**config.mk**
```make
export PLATFORM = sky130hd
export DESIGN_NAME = pipe_hazard_ctrl
export DESIGN_NICKNAME = d
export VERILOG_FILES = /design/src/rtl/pipe_hazard_ctrl_pkg.sv /design/src/rtl/pipe_flush_timer.sv /design/src/rtl/pipe_hazard_ctrl.sv
export SDC_FILE = /design/constraint.sdc
export NUM_CORES = 1
export LEC_CHECK = 0
export BUFFER_PORTS_ARGS = -buffer_cell sky130_fd_sc_hd__buf_2
export CAP_MARGIN = 5
export CORE_AREA = 5 5 88 90
export DETAILED_ROUTE_END_ITERATION = 10
export DIE_AREA = 0 0 93 95
export PLACE_DENSITY = 0.81
export SETUP_SLACK_MARGIN = 0.2
export SLEW_MARGIN = 20
export SYNTH_ARGS = -nofsm -noshare
export SYNTH_HDL_FRONTEND = slang
export SYNTH_SLANG_ARGS = --single-unit
```
**constraint.sdc**
```tcl
create_clock -name clk -period 2.8 [get_ports clk]
set_input_delay 0.42 -clock clk [delete_from_list [all_inputs] [get_ports clk]]
set_output_delay 0.42 -clock clk [all_outputs]
set_load 0.02 [all_outputs]
```
**src/rtl/pipe_hazard_ctrl_pkg.sv**
```systemverilog
// Shared definitions for the pipeline hazard/flush control unit:
// FSM encoding, default parameters, bubble values and the operand-match helper.
package pipe_hazard_ctrl_pkg;

    typedef enum logic {
        ST_RUN   = 1'b0,
        ST_FLUSH = 1'b1
    } state_t;

    localparam int FLUSH_CYCLES_DEF = 2;
    localparam int CNT_W_DEF        = 32;
    localparam int FLUSH_W          = 4;

    // Pipeline registers load these when bubbled (addi x0, x0, 0 and no writeback).
    localparam logic [31:0] NOP_INSTR  = 32'h0000_0013;
    localparam logic        NOP_WB_WEN = 1'b0;

    localparam int N_PERF     = 2;
    localparam int PERF_STALL = 0;
    localparam int PERF_FLUSH = 1;

    function automatic logic reg_match(input logic [4:0] rs, input logic used,
                                       input logic [4:0] rd);
        return used && (rs == rd);
    endfunction

endpackage

```
**src/rtl/pipe_flush_timer.sv**
```systemverilog
// Load/decrement/hold counter that tracks the remaining flush window.
// "active" is high while cycles remain, "last" on the final one.
module pipe_flush_timer
    import pipe_hazard_ctrl_pkg::*;
#(
    parameter int W = FLUSH_W
) (
    input  logic         clk,
    input  logic         rst,
    input  logic         load,
    input  logic [W-1:0] load_val,
    input  logic         dec,
    output logic         active,
    output logic         last
);

    logic [W-1:0] cnt_reg;
    logic [W-1:0] cnt_next;

    always_ff @(posedge clk or negedge rst) begin
        if (!rst) begin
            cnt_reg <= '0;
        end else begin
            cnt_reg <= cnt_next;
        end
    end

    // Neither load nor dec means hold, which is how a memory stall freezes the window.
    always_comb begin
        cnt_next = cnt_reg;
        if (load) begin
            cnt_next = load_val;
        end else if (dec && (cnt_reg != '0)) begin
            cnt_next = cnt_reg - 1'b1;
        end
    end

    assign active = (cnt_reg != '0);
    assign last   = (cnt_reg == W'(1));

endmodule

```
**src/rtl/pipe_hazard_ctrl.sv**
```systemverilog
// Pipeline control unit: load-use stalls, redirect flush window, memory-busy
// freeze, and saturating stall/flush performance counters.
module pipe_hazard_ctrl
    import pipe_hazard_ctrl_pkg::*;
#(
    parameter int FLUSH_CYCLES = FLUSH_CYCLES_DEF,
    parameter int CNT_W        = CNT_W_DEF
) (
    input  logic             clk,
    input  logic             rst,
    input  logic [4:0]       decode_i_rs1,
    input  logic [4:0]       decode_i_rs2,
    input  logic             decode_i_rs1_used,
    input  logic             decode_i_rs2_used,
    input  logic [4:0]       regE_i_wb_rd,
    input  logic             regE_i_wb_reg_wen,
    input  logic             regE_i_is_load,
    input  logic             execute_i_need_jump,
    input  logic             mem_i_busy,
    output logic             ctrl_o_regF_stall,
    output logic             ctrl_o_regD_stall,
    output logic             ctrl_o_regD_bubble,
    output logic             ctrl_o_regE_stall,
    output logic             ctrl_o_regE_bubble,
    output logic             ctrl_o_regM_bubble,
    output logic [CNT_W-1:0] ctrl_o_stall_cnt,
    output logic [CNT_W-1:0] ctrl_o_flush_cnt
);

    state_t state_reg;
    state_t state_next;

    logic lu;
    logic f_stall, d_stall, d_bubble, e_stall, e_bubble, m_bubble;
    logic flush_load, flush_dec, flush_active, flush_last, flush_accept;
    logic [N_PERF-1:0] perf_inc;

    assign lu = regE_i_is_load && regE_i_wb_reg_wen && (regE_i_wb_rd != 5'd0) &&
                (reg_match(decode_i_rs1, decode_i_rs1_used, regE_i_wb_rd) ||
                 reg_match(decode_i_rs2, decode_i_rs2_used, regE_i_wb_rd));

    pipe_flush_timer #(.W(FLUSH_W)) u_flush_timer (
        .clk      (clk),
        .rst      (rst),
        .load     (flush_load),
        .load_val (FLUSH_W'(FLUSH_CYCLES - 1)),
        .dec      (flush_dec),
        .active   (flush_active),
        .last     (flush_last)
    );

    always_ff @(posedge clk or negedge rst) begin
        if (!rst) begin
            state_reg <= ST_RUN;
        end else begin
            state_reg <= state_next;
        end
    end

    always_comb begin
        state_next   = state_reg;
        f_stall      = 1'b0;
        d_stall      = 1'b0;
        d_bubble     = 1'b0;
        e_stall      = 1'b0;
        e_bubble     = 1'b0;
        m_bubble     = 1'b0;
        flush_load   = 1'b0;
        flush_dec    = 1'b0;
        flush_accept = 1'b0;
        if (mem_i_busy) begin
            f_stall  = 1'b1;
            d_stall  = 1'b1;
            e_stall  = 1'b1;
            m_bubble = 1'b1;
        end else if (execute_i_need_jump) begin
            d_bubble     = 1'b1;
            e_bubble     = 1'b1;
            flush_load   = 1'b1;
            flush_accept = 1'b1;
            state_next   = (FLUSH_CYCLES > 1) ? ST_FLUSH : ST_RUN;
        end else if ((state_reg == ST_FLUSH) && flush_active) begin
            // D still holds a wrong-path instruction, so its operands are irrelevant.
            d_bubble  = 1'b1;
            flush_dec = 1'b1;
            if (flush_last) begin
                state_next = ST_RUN;
            end
        end else if (lu) begin
            f_stall  = 1'b1;
            d_stall  = 1'b1;
            e_bubble = 1'b1;
        end
    end

    assign ctrl_o_regF_stall  = rst && f_stall;
    assign ctrl_o_regD_stall  = rst && d_stall;
    assign ctrl_o_regD_bubble = rst && d_bubble;
    assign ctrl_o_regE_stall  = rst && e_stall;
    assign ctrl_o_regE_bubble = rst && e_bubble;
    assign ctrl_o_regM_bubble = rst && m_bubble;

    assign perf_inc[PERF_STALL] = ctrl_o_regF_stall;
    assign perf_inc[PERF_FLUSH] = flush_accept;

    generate
        for (genvar gi = 0; gi < N_PERF; gi++) begin : g_perf
            logic [CNT_W-1:0] cnt_reg;
            always_ff @(posedge clk or negedge rst) begin
                if (!rst) begin
                    cnt_reg <= '0;
                end else if (perf_inc[gi] && (cnt_reg != '1)) begin
                    cnt_reg <= cnt_reg + 1'b1;
                end
            end
        end
    endgenerate

    assign ctrl_o_stall_cnt = g_perf[PERF_STALL].cnt_reg;
    assign ctrl_o_flush_cnt = g_perf[PERF_FLUSH].cnt_reg;

endmodule

```
==> implementation parameters, run 1 <==
Parameter                              Value

STA
  Post-route minimum period ... 2.52 ns
  Max-slew headroom at the worst pin ... 45.9%
  Final WS setup ... 0.278 ns
  Final number of hold-violating endpoints ... 0
  Slew Viols, Final ... 0
  Finish-stage setup viols ... 0
  Setup Total Neg Slack ... 0 ns
  Highest Clock Rate ... 397 MHz
  Worst clock skew ... 0.0102 ns
  Transition time of the tightest slew-check pin ... 0.812 ns
  Final Cycle Share ... 90.1%
  RSZ-0062 raised after global routing ... true

Pwr
  Worst-case vdd ir drop ... 0.555 mV
  Cell Pwr Density ... 599 nW/um^2
  Leak ... 2.26 nW

Placement
  Worst setup timing slack at the placement stage ... 0.185 ns
  Port Buf Inserts ... 92
  Detailed Place HPWL ... 5.73 mm
  Final weighted congestion of routability-driven global placement ... 0.872

Flow run
  Max Cap Viol ... 0

Floorplan
  Area of the core region ... 6980 um^2
  Effective utilization at floorplan ... 50.4%
  Number of core rows ... 31
  Full die area ... 8840 um^2
  Horiz. Die Dim ... 93 um
  Chip height ... 95 um
  Number of top-level design ports ... 93

Layout
  P&R area growth vs syn ... 26.1%
  Diode count ... 0
  Fraction of layout instances using a drive strength above 1 ... 29.8%
  Total number of nets in the final design ... 481
  Most frequent standard cell in the layout excluding fill and tap cells ... sky130_fd_sc_hd__buf_2
  Leading cell types in the layout, fill and taps excluded ... 92 x sky130_fd_sc_hd__buf_2, 67 x sky130_fd_sc_hd__dfrtp_1, 37 x sky130_fd_sc_hd__xnor2_1, 36 x sky130_fd_sc_hd__xor2_1, 35 x sky130_fd_sc_hd__nand2_1
  Fill cells ... 567

Route
  Post-detailed-route via-to-cell ratio ... 5.56
  Sum of met3 wire segment lengths after detailed routing ... 504 um
  Number of nets still failing antenna checks after routing ... 0
  Total routed wirelength ... 8.33 mm
  Met1 layer wirelength in the final routing ... 3.57 mm
  Met2 wire len ... 4.13 mm
  Max layer used ... met4
  DR WL/cell ... 15.4 um
  Initial drt markers ... 157
  Number of remaining DRC errors ... 0
  Pre-antenna DRT Iters ... 4
  Routed vias ... 3008

Synth
  Net count of the mapped netlist ... 370
  Total standard cell area after synthesis ... 3520 um^2
  Sequential fraction of the synthesis area ... 49.1%
  Number of cells produced by synthesis ... 343
  Synth async-reset ratio ... 100%
  EDFF count, synth ... 0
  Average footprint of a synthesized cell ... 10.3 um^2
  Synth Warn # ... 0
  Number of distinct library cell variants in the gate-level netlist after synthesis ... 42
  Ys flop type ... sky130_fd_sc_hd__dfrtp_1
  Register bit total from synthesis ... 69

Hold path
  Hold/Removal Path Class ... primary input to async pin

Status
  Status ... complete, no violations

Clock network
  CTS Root Buffer Type ... sky130_fd_sc_hd__clkbuf_8
  Clock-pin slew of the registers on the worst-case setup and hold paths ... 0.08 ns
  Number of buffers between clock root and the deepest sink ... 2
  Inserted Clock Buffers ... 9
  CTS sink cnt ... 69
  Insertion delay to the later sink of the worst-skew pair ... 0.34 ns
  CTS H-tree depth ... 3
  CTS tree ... done

Worst setup path
  Capture point of the worst reg-to-reg path ... ctrl_o_stall_cnt[12]$_DFFE_PN0P_
  Kind of capture point of the worst setup path ... flop
  Logic depth of the worst register-to-register path ... 9
  Capturing element of the worst setup path ... ctrl_o_stall_cnt[12]$_DFFE_PN0P_
  Endpoint required time on the critical path ... 3.06 ns
  Reg2Reg Launch Point ... u_flush_timer.cnt_reg[0]$_DFFE_PN0P_
  Worst endpoint data arrival time ... 2.78 ns
  Start-to-end type of the worst setup path ... flop to flop
  Setup crit start ... u_flush_timer.cnt_reg[0]$_DFFE_PN0P_
  Minimum setup slack among reg-to-reg paths ... 0.28 ns
  Startpoint type of the worst setup path ... flop
  Max FO, Critical Path ... 5

Global routing
  Sum of overflow across all layers after global routing ... 0
  Via count of the first global-routing pass ... 2830
  Wire length of the first global-routing pass ... 13.2 mm
  Overall global routing resource usage ... 18.7%
  Largest net degree at the start of global routing ... 66
  Number of antenna violations at the first check in global routing ... 0
## Yosys cell counts (all sizes together) (2+ instances only)
library cell	n	share of area (%)
dfrtp	69	49
xnor2	37	9.2
xor2	36	9.0
nand2	35	3.7
nand3	24	3.4
nor2	23	2.5
nand4	17	3.2
nor3	16	2.4
inv	12	1.3
and4	8	2.0
buf	8	1.8
nor4	8	1.4
or4	7	1.6
and3	5	0.89
ha	4	1.4
mux2	4	1.3
and2	3	0.53
nand2b	3	0.53
nor3b	3	0.64
o21a	3	0.64
o21ai	3	0.43
o22ai	2	0.36
or3	2	0.36
## worst min-delay path by stage
stage / to / slack, ns / cells past startpoint / from
2_1_floorplan: ctrl_o_flush_cnt[0]$_DFFE_PN0P_ / 0.12 / 0 / rst
3_3_place_gp: ctrl_o_stall_cnt[27]$_DFFE_PN0P_ / 0.27 / 1 / rst
3_5_place_dp: ctrl_o_stall_cnt[27]$_DFFE_PN0P_ / 0.27 / 1 / rst
4_1_cts: u_flush_timer.cnt_reg[0]$_DFFE_PN0P_ / 0.36 / 3 / execute_i_need_jump
5_1_grt: u_flush_timer.cnt_reg[0]$_DFFE_PN0P_ / 0.39 / 3 / execute_i_need_jump
6_report: ctrl_o_stall_cnt[28]$_DFFE_PN0P_ / 0.36 / 2 / rst
## cell type report
class                      count  area [um^2]  area share [%]
timing repair buffer         108          617            13.9
clock buffer                  10          138            3.10
sequential                    69         1730            39.0
inverter                      12         45.0            1.02
clock inverter                 6         86.3            1.95
tap                           82          103            2.31
multi-input combinational    254         1720            38.7
## metal layers
layer,up-vias,GRT usage [%]
met2,114,31.0
met5,-,0
met4,0,7.57
met1,1463,24.4
met3,13,3.19
li1,1418,-
## logic make-up after synthesis
logic type      Yosys count  synth area share, %
xor+xnor                 73                 18.2
buf+inv                  21                 3.16
mux                       4                 1.28
flops                    69                 49.1
fa+ha+maj                 4                 1.42
simple gates            158                 24.1
compound gates           14                 2.84
## power by group
group / total [W] / switching [W] / internal, W
sequential: 0.00119 / 0.0000987 / 0.00109
combinational: 0.000563 / 0.000315 / 0.000249
clock: 0.000902 / 0.000378 / 0.000524
## what timing repair did
item,in CTS,in global routing
hold buffers,1,0
hold endpoints to repair,5,0
endpoints found under the setup margin,8,28
buffers inserted,0,4
pin swaps,0,1
cloned,0,2
gates resized for setup,1,6
## worst max-delay path: stages (launching register included)
cell and delay (ns):
sky130_fd_sc_hd__dfrtp_1 0.41, sky130_fd_sc_hd__inv_1 0.07, sky130_fd_sc_hd__ha_1 0.17, sky130_fd_sc_hd__nor3b_2 0.20, sky130_fd_sc_hd__o22ai_1 0.13, sky130_fd_sc_hd__o31ai_2 0.49, sky130_fd_sc_hd__o211ai_4 0.24, sky130_fd_sc_hd__buf_4 0.19
sky130_fd_sc_hd__nor4_1 0.36, sky130_fd_sc_hd__xor2_1 0.19
## stage by stage
| step | util [%] | std cells | hold slack (ns) | total power (W) | area [um^2] |
|---|---|---|---|---|---|
| global route | 63.5 | 541 | 0.387 | 0.00280 | 4440 |
| CTS | 62.3 | 535 | 0.359 | 0.00264 | 4350 |
| floorplan | - | 343 | 0.124 | 0.00153 | 3520 |
| finish | 63.5 | 541 | 0.361 | 0.00266 | 4440 |
| global placement | 58.8 | 518 | 0.266 | 0.00171 | 4110 |
| detailed placement | 58.8 | 518 | 0.269 | 0.00174 | 4110 |
(Power assumes the default switching activity.)
==> run 2: changes to the inputs <==
Settings changed: MAX_ROUTING_LAYER set to met4, SLEW_MARGIN 20 to not set.
==> implementation parameters, run 2 (synthesized netlist as in run 1, its figures left out) <==
Parameter                              Value

STA
  Setup Total Neg Slack ... 0 ns (unchanged)
  Final number of hold-violating endpoints ... 0 (unchanged)
  RSZ-0062 raised after global routing ... true
  Slew Viols, Final ... 0 (unchanged)
  Finish-stage setup viols ... 0 (unchanged)
  Worst clock skew ... 0.0117 ns (+0.00156 ns)
  Final WS setup ... 0.282 ns (+0.00387 ns)
  Final Cycle Share ... 89.9% (-0.14 points)
  Max-slew headroom at the worst pin ... 46.4% (+0.49 points)
  Transition time of the tightest slew-check pin ... 0.805 ns (-0.00739 ns)
  Post-route minimum period ... 2.52 ns (-0.00387 ns)
  Highest Clock Rate ... 397 MHz (+0.15%)

Pwr
  Cell Pwr Density ... 599 nW/um^2 (about the same)
  Leak ... 2.26 nW (unchanged)
  Total chip power ... 0.00266 W (about the same)
  Clock power frac ... 33.9% (about the same)
  Worst-case vdd ir drop ... 0.555 mV (about the same)
  Switching power ... 0.000791 W (about the same)
  Flop pwr share ... 44.8% (about the same)
  Fraction of power consumed by combinational cells ... 21.2% (about the same)
  Switch share ... 29.8% (about the same)
  Internal Dissipation ... 0.00186 W (about the same)

Floorplan
  Area of the core region ... 6980 um^2 (unchanged)
  Number of top-level design ports ... 93 (unchanged)
  Chip height ... 95 um (unchanged)
  Full die area ... 8840 um^2 (unchanged)
  Horiz. Die Dim ... 93 um (unchanged)
  Number of core rows ... 31 (unchanged)
  Effective utilization at floorplan ... 50.4% (unchanged)

Worst setup path
  Worst endpoint data arrival time ... 2.78 ns (about the same)
  Kind of capture point of the worst setup path ... flop
  Reg2Reg Launch Point ... u_flush_timer.cnt_reg[0]$_DFFE_PN0P_
  Capture point of the worst reg-to-reg path ... ctrl_o_stall_cnt[29]$_DFFE_PN0P_
  Max FO, Critical Path ... 7 (+2)
  Startpoint type of the worst setup path ... flop
  Logic depth of the worst register-to-register path ... 9 (unchanged)
  Minimum setup slack among reg-to-reg paths ... 0.28 ns (about the same)
  Start-to-end type of the worst setup path ... flop to flop
  Endpoint required time on the critical path ... 3.06 ns (about the same)

Layout
  Area of the multi-input gates ... 1720 um^2 (unchanged)
  Most frequent standard cell in the layout excluding fill and tap cells ... sky130_fd_sc_hd__buf_2
  Diode count ... 0 (unchanged)
  Fraction of layout instances using a drive strength above 1 ... 29.8% (unchanged)
  Sequential Area ... 1730 um^2 (unchanged)
  Fill cells ... 567 (unchanged)
  Total number of nets in the final design ... 481 (unchanged)
  P&R area growth vs syn ... 26.1% (unchanged)
  Leading cell types in the layout, fill and taps excluded ... 92 x sky130_fd_sc_hd__buf_2, 67 x sky130_fd_sc_hd__dfrtp_1, 37 x sky130_fd_sc_hd__xnor2_1, 36 x sky130_fd_sc_hd__xor2_1, 35 x sky130_fd_sc_hd__nand2_1

Route
  Total routed wirelength ... 8.26 mm (-0.77%)
  DR WL/cell ... 15.3 um (-0.77%)
  Initial drt markers ... 177 (+13%)
  Number of remaining DRC errors ... 0 (unchanged)
  Routed vias ... 2999 (-0.30%)
  Number of nets still failing antenna checks after routing ... 0 (unchanged)
  Post-detailed-route via-to-cell ratio ... 5.54 (-0.30%)
  Pre-antenna DRT Iters ... 4 (unchanged)

Global routing
  Largest net degree at the start of global routing ... 66 (unchanged)
  Via count of the first global-routing pass ... 2825 (-0.18%)
  Wire length of the first global-routing pass ... 13.2 mm (+0.15%)
  Overall global routing resource usage ... 19.2% (+0.53 points)
  Sum of overflow across all layers after global routing ... 0 (unchanged)
  Number of antenna violations at the first check in global routing ... 0 (unchanged)

Flow run
  Max Cap Viol ... 0 (unchanged)

Clock network
  CTS sink cnt ... 69 (unchanged)
  Number of buffers between clock root and the deepest sink ... 2 (unchanged)
  Inserted Clock Buffers ... 9 (unchanged)
  CTS H-tree depth ... 3 (unchanged)
  CTS Root Buffer Type ... sky130_fd_sc_hd__clkbuf_8
  CTS tree ... done
  Insertion delay to the later sink of the worst-skew pair ... 0.34 ns (about the same)
  Clock-pin slew of the registers on the worst-case setup and hold paths ... 0.07 ns (about the same)

Placement
  Port Buf Inserts ... 92 (unchanged)
  Detailed Place HPWL ... 5.73 mm (unchanged)
  Final weighted congestion of routability-driven global placement ... 0.886 (+1.6%)
  Worst setup timing slack at the placement stage ... 0.185 ns (unchanged)

Hold path
  Hold/Removal Path Class ... primary input to async pin

Status
  Status ... complete, no violations
-- run 2: cell counts in the layout (fill, tap and decap cells not counted) --
Identical to the previous run, type by type.
-- run 2: metrics by stage --
stage               cells  utilization (%)  cell area, um^2  hold slack (ns)
floorplan             343                -             3520            0.124
global placement      518             58.8             4110            0.266
detailed placement    518             58.8             4110            0.269
CTS                   535             62.3             4350            0.359
global route          541             63.5             4440            0.389
finish                541             63.5             4440            0.365
-- run 2: layout make-up --
class	instances	share of cell area, %
Clock inverter	6	1.95
Multi-Input combinational cell	254	38.7
Inverter	12	1.02
Tap cell	82	2.31
Sequential cell	69	39.0
Timing Repair Buffer	108	13.9
Clock buffer	10	3.10
-- run 2: repair_timing --
action	4_1_cts	5_1_grt
buffers inserted	0	4
hold buffers	1	0
endpoints found under the hold margin	5	0
pin swaps	0	1
resized for setup	1	6
endpoints found under the setup margin	8	28
cloned	0	2
-- run 2: worst max-delay path by stage --
stage	slack (ns)	start	depth (start not counted)	to
2_1_floorplan	0.24	ctrl_o_stall_cnt[0]$_DFFE_PN0P_	8	ctrl_o_stall_cnt[1]$_DFFE_PN0P_
3_3_place_gp	0.21	u_flush_timer.cnt_reg[0]$_DFFE_PN0P_	9	ctrl_o_stall_cnt[29]$_DFFE_PN0P_
3_5_place_dp	0.19	ctrl_o_stall_cnt[0]$_DFFE_PN0P_	8	ctrl_o_stall_cnt[7]$_DFFE_PN0P_
4_1_cts	0.23	u_flush_timer.cnt_reg[0]$_DFFE_PN0P_	9	ctrl_o_stall_cnt[25]$_DFFE_PN0P_
5_1_grt	0.14	u_flush_timer.cnt_reg[1]$_DFFE_PN0P_	9	ctrl_o_stall_cnt[29]$_DFFE_PN0P_
6_report	0.28	u_flush_timer.cnt_reg[0]$_DFFE_PN0P_	9	ctrl_o_stall_cnt[29]$_DFFE_PN0P_
-- run 2: critical path: stages (launching register included) --
cell and delay [ns]:
sky130_fd_sc_hd__dfrtp_1 0.41, sky130_fd_sc_hd__inv_1 0.07, sky130_fd_sc_hd__ha_1 0.17, sky130_fd_sc_hd__nor3b_2 0.20, sky130_fd_sc_hd__o22ai_1 0.13, sky130_fd_sc_hd__o31ai_2 0.50, sky130_fd_sc_hd__o211ai_4 0.24, sky130_fd_sc_hd__buf_12 0.19
sky130_fd_sc_hd__nor4_1 0.36, sky130_fd_sc_hd__xor2_1 0.17
-- run 2: power groups by stage --
stage	clock network, W	logic (W)	registers (W)
final	0.000902	0.000564	0.00119
after global routing	0.000962	0.000629	0.00121
after CTS	0.000913	0.000524	0.00120
after detailed placement	0	0.000520	0.00122
after global placement	0	0.000502	0.00121
after floorplan	0	0.000242	0.00129
-- run 2: metal layers --
| layer | track usage [%] | wire length (um) | vias to the layer above |
|---|---|---|---|
| met3 | 2.63 | 494 | 13 |
| li1 | - | - | 1423 |
| met5 | - | 0 | - |
| met1 | 24.8 | 3480 | 1451 |
| met2 | 30.9 | 4160 | 112 |
| met4 | 7.57 | 130 | 0 |
